==> src/rtl/arb2_rr_stream.sv <==
// arb2_rr_stream: two-input round-robin stream arbiter feeding a one-entry output register
//   clk, rst_n          : clock, asynchronous active-low reset
//   a0_valid/data/ready : source 0 handshake and payload
//   a1_valid/data/ready : source 1 handshake and payload
//   y_valid/data/ready  : registered output beat to the consumer
//   s                   : index of the source whose beat is held (mux select)
//   cnt0, cnt1          : per-source accepted-beat counters, saturating, present only with ARB2_STATS_EN
module arb2_rr_stream #(
    parameter int W = 8
) (
    input  logic         clk,
    input  logic         rst_n,
    input  logic         a0_valid,
    input  logic [W-1:0] a0_data,
    output logic         a0_ready,
    input  logic         a1_valid,
    input  logic [W-1:0] a1_data,
    output logic         a1_ready,
    output logic         y_valid,
    output logic [W-1:0] y_data,
    input  logic         y_ready,
    output logic         s
`ifdef ARB2_STATS_EN
    ,
    output logic [15:0]  cnt0,
    output logic [15:0]  cnt1
`endif
);
    logic can_accept, gnt, prio, acc;
    assign can_accept = !y_valid | y_ready;
    // prio only breaks ties; a lone requester always wins
    assign gnt = (a0_valid & a1_valid) ? prio : a1_valid;
    // readies are forced low while reset is held so no beat is accepted
    assign a0_ready = rst_n & can_accept & a0_valid & !gnt;
    assign a1_ready = rst_n & can_accept & a1_valid & gnt;
    assign acc = a0_ready | a1_ready;
    always_ff @(posedge clk or negedge rst_n) begin
        if (!rst_n) begin
            y_valid <= 1'b0;
            y_data  <= '0;
            s       <= 1'b0;
            prio    <= 1'b0;
        end else if (acc) begin
            y_valid <= 1'b1;
            y_data  <= gnt ? a1_data : a0_data;
            s       <= gnt;
            prio    <= ~gnt;
        end else if (y_ready) begin
            y_valid <= 1'b0;
        end
    end
`ifdef ARB2_STATS_EN
    always_ff @(posedge clk or negedge rst_n) begin
        if (!rst_n) begin
            cnt0 <= '0;
            cnt1 <= '0;
        end else begin
            if (a0_ready && cnt0 != 16'hFFFF) cnt0 <= cnt0 + 16'd1;
            if (a1_ready && cnt1 != 16'hFFFF) cnt1 <= cnt1 + 16'd1;
        end
    end
`endif
endmodule
==> config.mk <==
export PLATFORM = sky130hd
export DESIGN_NAME = arb2_rr_stream
export DESIGN_NICKNAME = d
export VERILOG_FILES = /design/src/rtl/arb2_rr_stream.sv
export SDC_FILE = /design/constraint.sdc
export NUM_CORES = 1
export LEC_CHECK = 0
export CAP_MARGIN = 25
export CORE_MARGIN = 3
export CORE_UTILIZATION = 30
export CTS_CLUSTER_SIZE = 10
export DETAILED_ROUTE_END_ITERATION = 7
export HOLD_SLACK_MARGIN = 0.03
export PLACE_DENSITY_LB_ADDON = 0.08
export RECOVER_POWER = 50
export SYNTH_ARGS = -nofsm -noshare
export SYNTH_HDL_FRONTEND = slang
export SYNTH_SLANG_ARGS = --single-unit
export TNS_END_PERCENT = 5
==> constraint.sdc <==
create_clock -name clk -period 1.4 [get_ports clk]
set_input_delay 0.28 -clock clk [delete_from_list [all_inputs] [get_ports clk]]
set_output_delay 0.28 -clock clk [all_outputs]
set_load 0.05 [all_outputs]
==> results of run 1 <==
## power groups by stage
stage	sequential [mW]	combinational (mW)	clock (mW)
global placement	0.468	0.766	0
CTS	0.463	0.779	0.232
floorplan	0.644	0.177	0
finish	0.447	0.697	0.221
global route	0.460	0.733	0.243
detailed placement	0.468	0.773	0
## through the flow
step / worst slack, ps / TNS, ps / utilization / instance area [um^2]
6_report: -92.6 / -161 / 0.616 / 1100
3_3_place_gp: -264 / -2710 / 0.626 / 1120
2_1_floorplan: -44.9 / -57.1 / - / 609
5_1_grt: -164 / -279 / 0.616 / 1100
3_5_place_dp: -275 / -2720 / 0.626 / 1120
4_1_cts: -128 / -209 / 0.649 / 1160
## path summary, 6_finish.rpt
kind | start | end | slack (ps) | cells after the start
setup / recovery | prio | a1_ready | -90 | 3
hold / removal | rst_n | s | 90 | 2
setup reg to reg | y_valid | y_data[4] | 150 | 4
hold reg to reg | y_data[1] | y_data[1] | 550 | 1
max in group asynchronous | rst_n | y_valid | 1100 | 2
min in group clk | y_data[1] | y_data[1] | 550 | 1
## flip-flops by register name, summed over array words and instances, names as in the netlist
register / count
y_valid: 1
s: 1
y_data: 8
prio: 1
## per-layer routing
layer	wire length (um)	track usage	share of wire
met1	720	0.187	0.45
met2	734	0.215	0.46
met3	138	0.0415	0.086
met4	17	0.0691	0.011
met5	0	0	0
## cell usage after synthesis
cell type	number
inv_1	1
buf_6	2
nand2_1	2
o221a_1	8
o211ai_1	1
a41oi_1	1
dfrtp_1	11
inv_2	1
o211a_2	1
buf_4	1
nand2b_2	1
o2111ai_4	1
a21oi_1	10
nand3_1	8
buf_2	2
a21bo_1	1
and2_1	1
## layout make-up
| cell class | instances | area share |
|---|---|---|
| multi-input combinational | 35 | 0.265 |
| clock buffer | 4 | 0.0239 |
| inverter | 2 | 0.0103 |
| tap | 25 | 0.0285 |
| sequential | 11 | 0.252 |
| timing repair buffer | 44 | 0.420 |
## cells in the final DEF (no fill, tap or decap), types with 2 or more instances in the layout
| cell | instances |
|---|---|
| a21oi_1 | 9 |
| nand3_1 | 8 |
| buf_12 | 8 |
| clkbuf_1 | 2 |
| clkbuf_4 | 3 |
| dfrtp_1 | 10 |
| clkbuf_2 | 4 |
| clkdlybuf4s50_1 | 16 |
| o221a_1 | 8 |
| buf_4 | 11 |
| dlygate4sd2_1 | 4 |
## cell families (layout without fill, tap and decap cells)
kind of cell	Yosys count	count (layout)	share of synthesized area
and+or+nand+nor	12	12	0.106
AOI/OAI and AO/OA	23	23	0.345
buffers and inverters	7	50	0.0808
DFF	11	11	0.468
## what timing repair did
action                                  4_1_cts  5_1_grt
endpoints found under the setup margin        2        2
pin swaps                                     1        1
gates resized for setup                       6        1
hold endpoints to repair                      0        0
setup buffers                                 2        0
==> qor.yml, run 1 <==
crit_family: "flip-flops"
placed_cells: 115
violations: "setup timing"
fp.dieW_um: 50.3
p_comb_frac: 0.511
maxCapViolations: 0
track_usage: 0.143
grt_pass1_wl_um: 2730
synth_top_area_share: 0.468
outcome: "finished, violations left"
slew_violations: 0
clock_skew_ps: 1.35
syn_avg_cell_area_um2: 11.1
drt_iter0_drc: 1
portBuffers: 32
fillCellCount: 155
antenna_found_initial: 0
power_frac_seq: 0.327
grt.overflow.total: 0
wl_um: 1610
h-tree-depth: 1
ir_drop_mv: 0.753
first_pass_iters: 2
root_buffer: "clkbuf_4"
cts.clk_slew.worst_paths_ps: 70
finalWorstSetupSlack_ps: -92.6
io_pins: 33
p_sw_frac: 0.403
synth_area_leaders: "dfrtp_1 47%, o221a_1 15%, a21oi_1 8.5%, nand3_1 6.8%, o2111ai_4 4.5%"
rows: 15
core_um2: 1780
synth_seq_cells: 11
diodes: 0
area_growth_pct: 86.8
p_leak_nw: 0.450
worst_setup_path_end_kind: "primary output"
synth_nets: 74
cts_made_buffers: 3
tightest_slew_ps: 283
ant_nets: 0
synthCells: 53
synth.largest_area_cell: "dfrtp_1"
path_cells: "o2111ai_4, clkinvlp_4, buf_12"
viasPerCell: 4.94
die_area_um2: 2530
clock_latency_ps: 260
ctsLongestPathBuffers: 2
cpPeakStageDelay_ps: 410
critPathRequiredTime_ps: 1120
start_kind: "register"
cts_sinks: 11
synth_area_um2: 588
wire_per_inst_um: 13.3
clockPowerShare: 0.162
setup_viol: 2
regArea_um2: 277
ys_seq_area_frac: 0.468
period_needed_ps: 1490
finalPower_mw: 1.37
p_int_uw: 815
grt_pass1_vias: 592
synthDistinctLibCells: 17
drc: 0
power.density_nw_per_um2: 1240
fin_nets: 118
cp_max_fo: 2
fmax_mhz: 670
grt_max_degree: 14
switching_power_uw: 551
cp_slowest_cell: "dfrtp_1"
hold_viol: 0
ctsHoldBuffers: 0
hold_slack_ps: 86.0
cp.arrival_ps: 1210
num_vias: 598
multiInputGateArea_um2: 292
initial_utilization: 0.330
drive_gt1_frac: 0.365
path_buf_inv: 2
tritoncts: "yes"
maxSlewHeadroom: 0.812
dp_hpwl_um: 1250
rsz0062_at_grt: "true"
path_class: "register to primary output"
die_h_um: 50.3
hold_class: "input pin to asynchronous set/reset pin"
place_congestion: 0.759
ys_warn_count: 0
period_share: 1.07
layout.cells.non_filler: 121
Note: power is estimated with default switching activity, not from simulation.
==> inputs of run 2 (changes only) <==
- RECOVER_POWER: 50 -> 100
==> run 2 against run 1 <==
The run still ends with setup timing left. Final area down 8.2%. Maximum frequency about the same. Hold slack about the same. Worst setup slack better by 0.86 ps. Utilization down 5.1 points. Final cell count unchanged. Sequential power down 4.5%. Critical path type unchanged. Largest power group unchanged.
==> qor.yml, run 2 (synthesized netlist as in run 1, its figures left out) <==
outcome: "finished, violations left"  # unchanged
violations: "setup timing"  # unchanged
rr_worst_depth: 4  # unchanged
dp_hpwl_um: 1250  # unchanged
path_cells: "o2111ai_4, clkinvlp_4, buf_12"  # unchanged
cpPeakStageDelay_ps: 410  # about the same
cp_slowest_cell: "dfrtp_1"  # unchanged
grt_max_degree: 14  # unchanged
grt.overflow.total: 0  # unchanged
tritoncts: "yes"  # unchanged
finalPower_mw: 1.24  # was 1.37 mW
period_share: 1.07  # about the same
power_frac_seq: 0.344  # was 0.327
drt_iter0_drc: 1  # unchanged
drive_gt1_frac: 0.365  # unchanged
critPathRequiredTime_ps: 1120  # about the same
diodes: 0  # unchanged
clock_latency_ps: 270  # was 260 ps
rows: 15  # unchanged
cp.depth: 3  # unchanged
cp.arrival_ps: 1210  # about the same
core_um2: 1780  # unchanged
largest_reg_flops: 8  # unchanged
final_cell_mix: "16 x clkdlybuf4s50_1, 11 x buf_4, 10 x clkbuf_2, 10 x dfrtp_1, 9 x a21oi_1"  # was 16 x clkdlybuf4s50_1, 11 x buf_4, 10 x dfrtp_1, 9 x a21oi_1
hold_class: "input pin to asynchronous set/reset pin"  # unchanged
fmax_mhz: 670  # about the same
p_int_uw: 707  # was 815 uW
p_sw_frac: 0.431  # was 0.403
period_needed_ps: 1490  # about the same
p_leak_nw: 0.417  # was 0.450 nW
wl_um: 1620  # was 1610 um
fp.dieW_um: 50.3  # unchanged
num_vias: 607  # was 598
antenna_found_initial: 0  # unchanged
start_kind: "register"  # unchanged
hold_viol: 0  # unchanged
die_h_um: 50.3  # unchanged
maxSlewHeadroom: 0.811  # was 0.812
slew_violations: 0  # unchanged
ant_nets: 0  # unchanged
first_pass_iters: 4  # was 2
power.density_nw_per_um2: 1230  # was 1240 nW/um^2
switching_power_uw: 536  # was 551 uW
p_comb_frac: 0.476  # was 0.511
clockPowerShare: 0.180  # was 0.162
wire_per_inst_um: 13.4  # was 13.3 um
hold_slack_ps: 85.5  # was 86.0 ps
mostFrequentLayoutCell: "clkdlybuf4s50_1"  # unchanged
tightest_slew_ps: 284  # was 283 ps
root_buffer: "clkbuf_4"  # unchanged
viasPerCell: 5.02  # was 4.94
place_congestion: 0.759  # unchanged
finalWorstSetupSlack_ps: -91.8  # was -92.6 ps
rsz0062_at_grt: "true"  # unchanged
cp_max_fo: 2  # unchanged
grt_pass1_wl_um: 2730  # unchanged
cts_sinks: 11  # unchanged
h-tree-depth: 1  # unchanged
crit_family: "flip-flops"  # unchanged
ir_drop_mv: 0.677  # was 0.753 mV
setup_tns_ps: -161  # about the same
die_area_um2: 2530  # unchanged
portBuffers: 32  # unchanged
track_usage: 0.143  # unchanged
worst_setup_path_end_kind: "primary output"  # unchanged
reg2reg_slack_ps: 170  # was 150 ps
ctsLongestPathBuffers: 2  # unchanged
maxCapViolations: 0  # unchanged
grt_pass1_vias: 592  # unchanged
initial_utilization: 0.330  # unchanged
area_growth_pct: 71.5  # was 86.8%
clock_skew_ps: 0.874  # was 1.35 ps
drc: 0  # unchanged
path_class: "register to primary output"  # unchanged
cts_made_buffers: 3  # unchanged
regMostFlops: "y_data"  # unchanged
io_pins: 33  # unchanged
dp_slack_ps: -275  # unchanged
cts.clk_slew.worst_paths_ps: 80  # was 70 ps
path_buf_inv: 2  # unchanged
fin_nets: 118  # unchanged
setup_viol: 2  # unchanged
## run 2: cell count changes in the layout (fill, tap and decap cells not counted)
cell,previous run,this run
buf_12,8,2
clkbuf_2,4,10
## run 2: worst paths after layout
path / start / to
worst min-delay path: rst_n / s
worst max-delay path: prio / a1_ready
worst min register to register: s / s
max in group asynchronous: rst_n / y_valid
worst max register to register: y_valid / y_data[4]
min in group clk: s / s
## run 2: power by group through the flow
stage | combinational, mW | sequential (mW) | clock, mW
after floorplan | 0.177 | 0.644 | 0
after global placement | 0.766 | 0.468 | 0
after detailed placement | 0.773 | 0.468 | 0
after CTS | 0.779 | 0.463 | 0.232
after global routing | 0.628 | 0.440 | 0.243
final | 0.592 | 0.427 | 0.224
## run 2: final cells by class
cell class | count | area, um^2
Tap cell | 25 | 31.3
Inverter | 2 | 11.3
Sequential cell | 11 | 277
Multi-Input combinational cell | 35 | 292
Timing Repair Buffer | 44 | 372
Clock buffer | 4 | 26.3
Fill cell | 167 | 774
## run 2: routing by layer
layer  global-route usage  up-vias  part of all wire
li1                     -      294                 -
met2                0.215       25              0.46
met1                0.187      286              0.44
met4               0.0691        0             0.010
met3               0.0415        2             0.086
met5                    0        -                 0
## run 2: stage by stage
step	area, um^2	std cells	util
global route	1010	121	0.566
finish	1010	121	0.566
CTS	1160	121	0.649
global placement	1120	115	0.626
floorplan	609	53	-
detailed placement	1120	115	0.626
## run 2: timing repair
item | in CTS | in global routing
pin swaps | 1 | 1
gates resized for setup | 6 | 1
endpoints found under the setup margin | 2 | 2
setup buffers | 2 | 0
hold buffers | 0 | 0
cloned | 0 | 0
